`config.mk`:
```
export PLATFORM = sky130hd
export DESIGN_NAME = color_bounce_state_mem
export DESIGN_NICKNAME = d
export VERILOG_FILES = /design/src/rtl/color_bounce_pkg.sv /design/src/rtl/plat_slot_bank.sv /design/src/rtl/color_bounce_state_mem.sv
export SDC_FILE = /design/constraint.sdc
export NUM_CORES = 1
export LEC_CHECK = 0
export BUFFER_PORTS_ARGS = -buffer_cell sky130_fd_sc_hd__buf_2
export CAP_MARGIN = 20
export CORE_MARGIN = 2
export CORE_UTILIZATION = 45
export DETAILED_ROUTE_END_ITERATION = 7
export HOLD_SLACK_MARGIN = 0.06
export PLACE_DENSITY = 0.71
export SLEW_MARGIN = 20
export SYNTH_ARGS = -nofsm -noshare
export SYNTH_HDL_FRONTEND = slang
export SYNTH_SLANG_ARGS = --single-unit
export TNS_END_PERCENT = 10
```
`constraint.sdc`:
```
create_clock -name clk -period 6.5 [get_ports clk]
set_input_delay 1.3 -clock clk [delete_from_list [all_inputs] [get_ports clk]]
set_output_delay 1.3 -clock clk [all_outputs]
set_load 0.005 [all_outputs]
```
`src/rtl/color_bounce_pkg.sv`:
```
// Shared definitions for the Color Bounce game-state store.
// Holds the default field widths, the power-up values of the platform bank
// and ball color, and a helper that pulls one slot out of a packed vector.
package color_bounce_pkg;

   localparam int DEF_NPLAT = 4;
   localparam int DEF_BW    = 8;
   localparam int DEF_PW    = 7;
   localparam int DEF_CW    = 3;
   localparam int DEF_SW    = 16;

   localparam logic [DEF_NPLAT*DEF_PW-1:0] DEF_PLAT_POS_C = 28'h46F2AEE;
   localparam logic [DEF_NPLAT*DEF_CW-1:0] DEF_PLAT_COL_C = 12'h3BD;
   localparam logic [DEF_CW-1:0]           DEF_BALL_COL_C = 3'b111;

   // Returns slot idx of a packed vector whose slots are w bits wide
   // (slot i at [i*w +: w]); w must not exceed 32.
   function automatic logic [31:0] slot_of(input logic [255:0] vec,
                                           input int idx,
                                           input int w);
      logic [255:0] shifted;
      logic [31:0]  mask;
      shifted = vec >> (idx * w);
      mask    = (w >= 32) ? 32'hFFFF_FFFF : ((32'd1 << w) - 32'd1);
      return shifted[31:0] & mask;
   endfunction

endpackage

```
`src/rtl/plat_slot_bank.sv`:
```
// Shadow platform bank: NPLAT slots of {position, color}.
// Ports:
//   clk, reset            - clock, synchronous active-high reset
//   wr_plat, plat_idx     - write one slot with plat_pos_in / plat_col_in
//   scroll                - shift slots down by one, insert new top slot
//   plat_pos_in/col_in    - data for wr_plat or scroll
//   pos_vec, col_vec      - packed shadow contents, slot i at [i*W +: W]
//   drop                  - the wr_plat presented this cycle is discarded
module plat_slot_bank
   import color_bounce_pkg::*;
#(
   parameter int NPLAT = DEF_NPLAT,
   parameter int PW    = DEF_PW,
   parameter int CW    = DEF_CW,
   parameter logic [NPLAT*PW-1:0] DEF_PLAT_POS = DEF_PLAT_POS_C,
   parameter logic [NPLAT*CW-1:0] DEF_PLAT_COL = DEF_PLAT_COL_C,
   parameter int IW    = $clog2(NPLAT)
) (
   input  logic                clk,
   input  logic                reset,
   input  logic                wr_plat,
   input  logic [IW-1:0]       plat_idx,
   input  logic                scroll,
   input  logic [PW-1:0]       plat_pos_in,
   input  logic [CW-1:0]       plat_col_in,
   output logic [NPLAT*PW-1:0] pos_vec,
   output logic [NPLAT*CW-1:0] col_vec,
   output logic                drop
);

   logic [PW-1:0] pos_q [NPLAT];
   logic [CW-1:0] col_q [NPLAT];
   logic          idx_ok;

   assign idx_ok = (int'(plat_idx) < NPLAT);

   // Scroll takes the bank for the cycle, so a simultaneous slot write is lost.
   assign drop = wr_plat && (scroll || !idx_ok);

   always_ff @(posedge clk) begin
      if (reset) begin
         for (int i = 0; i < NPLAT; i++) begin
            pos_q[i] <= DEF_PLAT_POS[i*PW +: PW];
            col_q[i] <= DEF_PLAT_COL[i*CW +: CW];
         end
      end else if (scroll) begin
         for (int i = 0; i < NPLAT-1; i++) begin
            pos_q[i] <= pos_q[i+1];
            col_q[i] <= col_q[i+1];
         end
         pos_q[NPLAT-1] <= plat_pos_in;
         col_q[NPLAT-1] <= plat_col_in;
      end else if (wr_plat && idx_ok) begin
         pos_q[plat_idx] <= plat_pos_in;
         col_q[plat_idx] <= plat_col_in;
      end
   end

   always_comb begin
      pos_vec = '0;
      col_vec = '0;
      for (int i = 0; i < NPLAT; i++) begin
         pos_vec[i*PW +: PW] = pos_q[i];
         col_vec[i*CW +: CW] = col_q[i];
      end
   end

endmodule

```
`src/rtl/color_bounce_state_mem.sv`:
```
// Double-buffered game-state store for the Color Bounce engine.
// Game logic updates shadow copies of ball, platforms and score at any time;
// a frame strobe copies the shadow state into the registers the renderer reads.
// Ports:
//   clk, reset                 - clock, synchronous active-high reset
//   wr_ball/ball_in            - shadow ball position write
//   wr_ball_col/ball_col_in    - shadow ball color write
//   wr_plat/plat_idx, scroll,
//   plat_pos_in/plat_col_in    - shadow platform bank updates
//   score_inc/score_amt,
//   score_clr                  - shadow score update (clear wins)
//   frame                      - commit strobe
//   prev_ball_out .. score_out - committed state
//   hiscore_out                - highest committed score since reset
//   commit_done                - pulse in the cycle after a commit
//   wr_drop                    - pulse in the cycle after a discarded wr_plat
module color_bounce_state_mem
   import color_bounce_pkg::*;
#(
   parameter int NPLAT = DEF_NPLAT,
   parameter int BW    = DEF_BW,
   parameter int PW    = DEF_PW,
   parameter int CW    = DEF_CW,
   parameter int SW    = DEF_SW,
   parameter logic [NPLAT*PW-1:0] DEF_PLAT_POS = DEF_PLAT_POS_C,
   parameter logic [NPLAT*CW-1:0] DEF_PLAT_COL = DEF_PLAT_COL_C,
   parameter logic [CW-1:0]       DEF_BALL_COL = DEF_BALL_COL_C
) (
   input  logic                     clk,
   input  logic                     reset,
   input  logic                     wr_ball,
   input  logic [BW-1:0]            ball_in,
   input  logic                     wr_ball_col,
   input  logic [CW-1:0]            ball_col_in,
   input  logic                     wr_plat,
   input  logic [$clog2(NPLAT)-1:0] plat_idx,
   input  logic                     scroll,
   input  logic [PW-1:0]            plat_pos_in,
   input  logic [CW-1:0]            plat_col_in,
   input  logic                     score_inc,
   input  logic [7:0]               score_amt,
   input  logic                     score_clr,
   input  logic                     frame,
   output logic [BW-1:0]            prev_ball_out,
   output logic [BW-1:0]            curr_ball_out,
   output logic [CW-1:0]            color_ball_out,
   output logic [NPLAT*PW-1:0]      position_plats_out,
   output logic [NPLAT*CW-1:0]      color_plats_out,
   output logic [SW-1:0]            score_out,
   output logic [SW-1:0]            hiscore_out,
   output logic                     commit_done,
   output logic                     wr_drop
);

   localparam int IW = $clog2(NPLAT);

   logic [NPLAT*PW-1:0] plat_pos_s;
   logic [NPLAT*CW-1:0] plat_col_s;
   logic                drop_s;
   logic [BW-1:0]       ball_s;
   logic [CW-1:0]       ball_col_s;
   logic [SW-1:0]       score_s;

   // Add at SW+1 bits so the carry flags overflow; clamp instead of wrapping.
   function automatic logic [SW-1:0] sat_add(input logic [SW-1:0] a,
                                             input logic [7:0]    b);
      logic [SW:0] sum;
      sum = {1'b0, a} + {{(SW+1-8){1'b0}}, b};
      return sum[SW] ? {SW{1'b1}} : sum[SW-1:0];
   endfunction

   plat_slot_bank #(
      .NPLAT        (NPLAT),
      .PW           (PW),
      .CW           (CW),
      .DEF_PLAT_POS (DEF_PLAT_POS),
      .DEF_PLAT_COL (DEF_PLAT_COL),
      .IW           (IW)
   ) u_bank (
      .clk         (clk),
      .reset       (reset),
      .wr_plat     (wr_plat),
      .plat_idx    (plat_idx),
      .scroll      (scroll),
      .plat_pos_in (plat_pos_in),
      .plat_col_in (plat_col_in),
      .pos_vec     (plat_pos_s),
      .col_vec     (plat_col_s),
      .drop        (drop_s)
   );

   // Shadow copy of ball and score
   always_ff @(posedge clk) begin
      if (reset) begin
         ball_s     <= '0;
         ball_col_s <= DEF_BALL_COL;
         score_s    <= '0;
      end else begin
         if (wr_ball)     ball_s     <= ball_in;
         if (wr_ball_col) ball_col_s <= ball_col_in;
         if (score_clr)      score_s <= '0;
         else if (score_inc) score_s <= sat_add(score_s, score_amt);
      end
   end

   // Committed copy; commits sample the shadow as it stood before this edge
   always_ff @(posedge clk) begin
      if (reset) begin
         prev_ball_out      <= '0;
         curr_ball_out      <= '0;
         color_ball_out     <= DEF_BALL_COL;
         position_plats_out <= DEF_PLAT_POS;
         color_plats_out    <= DEF_PLAT_COL;
         score_out          <= '0;
         hiscore_out        <= '0;
         commit_done        <= 1'b0;
         wr_drop            <= 1'b0;
      end else begin
         if (frame) begin
            prev_ball_out      <= curr_ball_out;
            curr_ball_out      <= ball_s;
            color_ball_out     <= ball_col_s;
            position_plats_out <= plat_pos_s;
            color_plats_out    <= plat_col_s;
            score_out          <= score_s;
            if (score_s > hiscore_out) hiscore_out <= score_s;
         end
         commit_done <= frame;
         wr_drop     <= drop_s;
      end
   end

endmodule

```
==> flow_metrics.py <==
metrics = {
    "outcome": {
        "status": "finished clean",
    },
    "synth": {
        "syn_nets": 690,
        "synthFlopType": "dfxtp_1",
        "ys_ff_latch": 160,
        "synth_area_leader_cell": "dfxtp_1",
        "synth_cells": 625,
        "seq_area_frac_synth_pct": 52.6,
        "synth.distinct_cells": 61,
        "syn_area_sq_mm": 0.00685,
        "synth_edf_count": 40,
        "ys_warn_count": 0,
        "yosysMostFrequentCell": "dfxtp_1",
        "synthTopCellsByCount": "120 x dfxtp_1, 66 x nor2_1, 59 x mux2i_1, 40 x edfxtp_1, 33 x nor2b_1",
        "syn-mean-instance-area_sq_um": 11.0,
        "synth.top_cell.area_share_pct": 35.1,
        "ys_top_cells_by_area": "dfxtp_1 35%, edfxtp_1 18%, mux2i_1 8.6%",
        "synthArstFlopShare_pct": 0,
    },
    "global_route": {
        "grt_use_total_pct": 20.1,
        "grt_pass1_vias": 5060,
        "grt_first_pass_wirelength_microns": 25600,
        "grt_max_degree": 104,
        "antenna_found_initial": 0,
        "gr-total-overflow": 0,
    },
    "final_layout": {
        "drive_gt1_share_pct": 24.6,
        "num-nets-final": 807,
        "stdcell_area_sq_mm": 0.00822,
        "areaGrowthSynthToFinish_pct": 20.0,
        "multiInputGateArea_sq_mm": 0.00301,
        "fillCellCount": 1310,
        "diodes": 0,
        "seqCellArea_sq_mm": 0.00360,
    },
    "timing": {
        "fmax_mhz": 319,
        "rsz0062_at_grt": "false",
        "period_minus_slack_ns": 3.13,
        "tns_ns": 0,
        "skew_ns": 0.00602,
        "final-setup-viol-count": 0,
        "worstMarginPinSlew_ns": 1.04,
        "slew_headroom_pct": 30.4,
        "hold_violations": 0,
        "slew_viol_final": 0,
        "period_share_pct": 48.2,
    },
    "power": {
        "p_leak_uw": 0.00356,
        "powerDensity_mw_per_mm2": 287,
        "vdd_drop_max_v": 0.000184,
    },
    "floorplan": {
        "rows": 45,
        "die_w_microns": 127,
        "core-area_sq_mm": 0.0150,
        "initial_core_util_pct": 45.6,
        "die_h_microns": 127,
        "io_pins": 133,
        "die_area_sq_mm": 0.0162,
    },
    "critical_path": {
        "crit_start": "reset",
        "r2r_slack_ns": 3.78,
        "cp-end-kind": "register",
        "cpMostUsedCell": "nand2_1",
        "crit_buf_inv": 1,
        "crit_slowest_cell": "or3_1",
        "cp.arrival_ns": 3.21,
        "worst_path_largest_cell_delay_ns": 0.48,
        "crit_type": "input port to register",
        "critPathMaxFanout": 103,
        "critPathTopFamily": "simple AND/OR/NAND/NOR gates",
        "r2r_start": "score_s[9]",
        "critical_path.cell_chain": "buf_4 > nor2_1 > nand2_1 > or3_1 > nand2_1",
        "required_ns": 6.58,
        "crit_path_start_kind": "input port",
    },
    "hold_path": {
        "hold_path.class": "register to register",
        "min_from": "ball_col_s[0]",
    },
    "clocking": {
        "post_cts_resized": 0,
        "clock_path_buffers": 2,
        "clock_latency_ns": 0.43,
        "cts_made_buffers": 17,
        "cts_sinks": 160,
        "holdBufCountCts": 0,
        "postCtsSetupBuffers": 0,
        "cts_tree": "built",
        "cts-root-buf": "clkbuf_16",
        "htreeDepth": 4,
        "path_clk_slew_ns": 0.06,
    },
    "flow_run": {
        "cap_viol_max_count": 0,
    },
    "place": {
        "placedInstanceArea_sq_mm": 0.00760,
        "dpl.hpwl_microns": 11600,
        "place_congestion": 0.917,
        "port_buffers": 132,
    },
    "drt": {
        "drt_iter0_markers": 385,
        "wl_per_cell_microns": 17.2,
        "drt-total-wl_microns": 16300,
        "via_count": 5160,
        "drt_pass1_iterations": 4,
        "via_per_inst": 5.47,
        "drc": 0,
        "ant_nets": 0,
    },
}
==> per-stage QoR <==
step	hold slack (ns)	setup slack, ns	util [%]	total power [uW]	cells
2_1_floorplan	0.428	3.49	-	1260	625
3_3_place_gp	0.437	3.05	50.6	1340	911
3_5_place_dp	0.446	2.93	50.6	1350	911
4_1_cts	0.464	3.39	54.6	2380	943
5_1_grt	0.477	3.12	54.6	2440	943
6_report	0.461	3.37	54.6	2360	943
==> registers in the layout (all words and copies together), names as in the netlist <==
signal and flops:
position_plats_out 28, u_bank.pos_q 28, hiscore_out 16, score_out 16, score_s 16, color_plats_out 12
u_bank.col_q 12, ball_s 8, curr_ball_out 8, prev_ball_out 8, ball_col_s 3, color_ball_out 3
commit_done 1, wr_drop 1
==> worst register-to-register path, cell delays in order, from the launching register on <==
cell	delay, ns
dfxtp_1	0.42
ha_1	0.36
nand4_1	0.25
o21bai_1	0.30
a21oi_1	0.13
a311oi_2	0.76
buf_4	0.30
a22o_2	0.14
==> where the power goes <==
| part | leakage, uW | switching, uW | internal [uW] |
|---|---|---|---|
| Combinational | 0.00189 | 125 | 95.6 |
| Sequential | 0.00136 | 32.3 | 1070 |
| Clock | 0.000303 | 404 | 631 |
==> path summary, 6_finish.rpt <==
check                       end  depth (start not counted)
max          u_bank.col_q[0][1]                          5
min           color_ball_out[0]                          1
max reg2reg      hiscore_out[3]                          7
min reg2reg   color_ball_out[0]                          1
==> cells in the final DEF, fill, tap and decap left out, types with 15 or more instances in the layout <==
master     instances
a211o_1           30
a21oi_1           22
a22o_2            15
buf_2            130
clkbuf_16         18
dfxtp_1          120
edfxtp_1          40
ha_1              24
inv_1             20
mux2i_1           59
nand2_1           22
nor2_1            66
nor2b_1           33
o21ai_0           17
o22a_1            20
==> per-layer routing <==
metal,global-route usage (%),vias up,wire length [microns]
met5,0,-,0
met4,7.69,0,277
met3,4.73,21,1010
met2,34.0,162,8150
met1,25.0,2468,6820
li1,-,2509,-
==> logic make-up after synthesis <==
| kind of cell | after synthesis | share of synthesized area [%] |
|---|---|---|
| XOR/XNOR | 6 | 0.768 |
| AND/OR/NAND/NOR | 170 | 12.6 |
| flip-flops | 160 | 52.6 |
| AO/OA/AOI/OAI | 149 | 17.3 |
| adder cells (fa/ha/maj) | 25 | 4.68 |
| multiplexers | 59 | 8.62 |
| buffers and inverters | 56 | 3.45 |
==> layout make-up <==
type | instances | share of cell area, %
clock buffer | 21 | 5.62
clock inverter | 11 | 1.84
inverter | 20 | 0.914
multi-input combinational | 409 | 36.6
sequential | 160 | 43.9
tap | 188 | 2.86
timing repair buffer | 134 | 8.29
(Power assumes the default switching activity.)
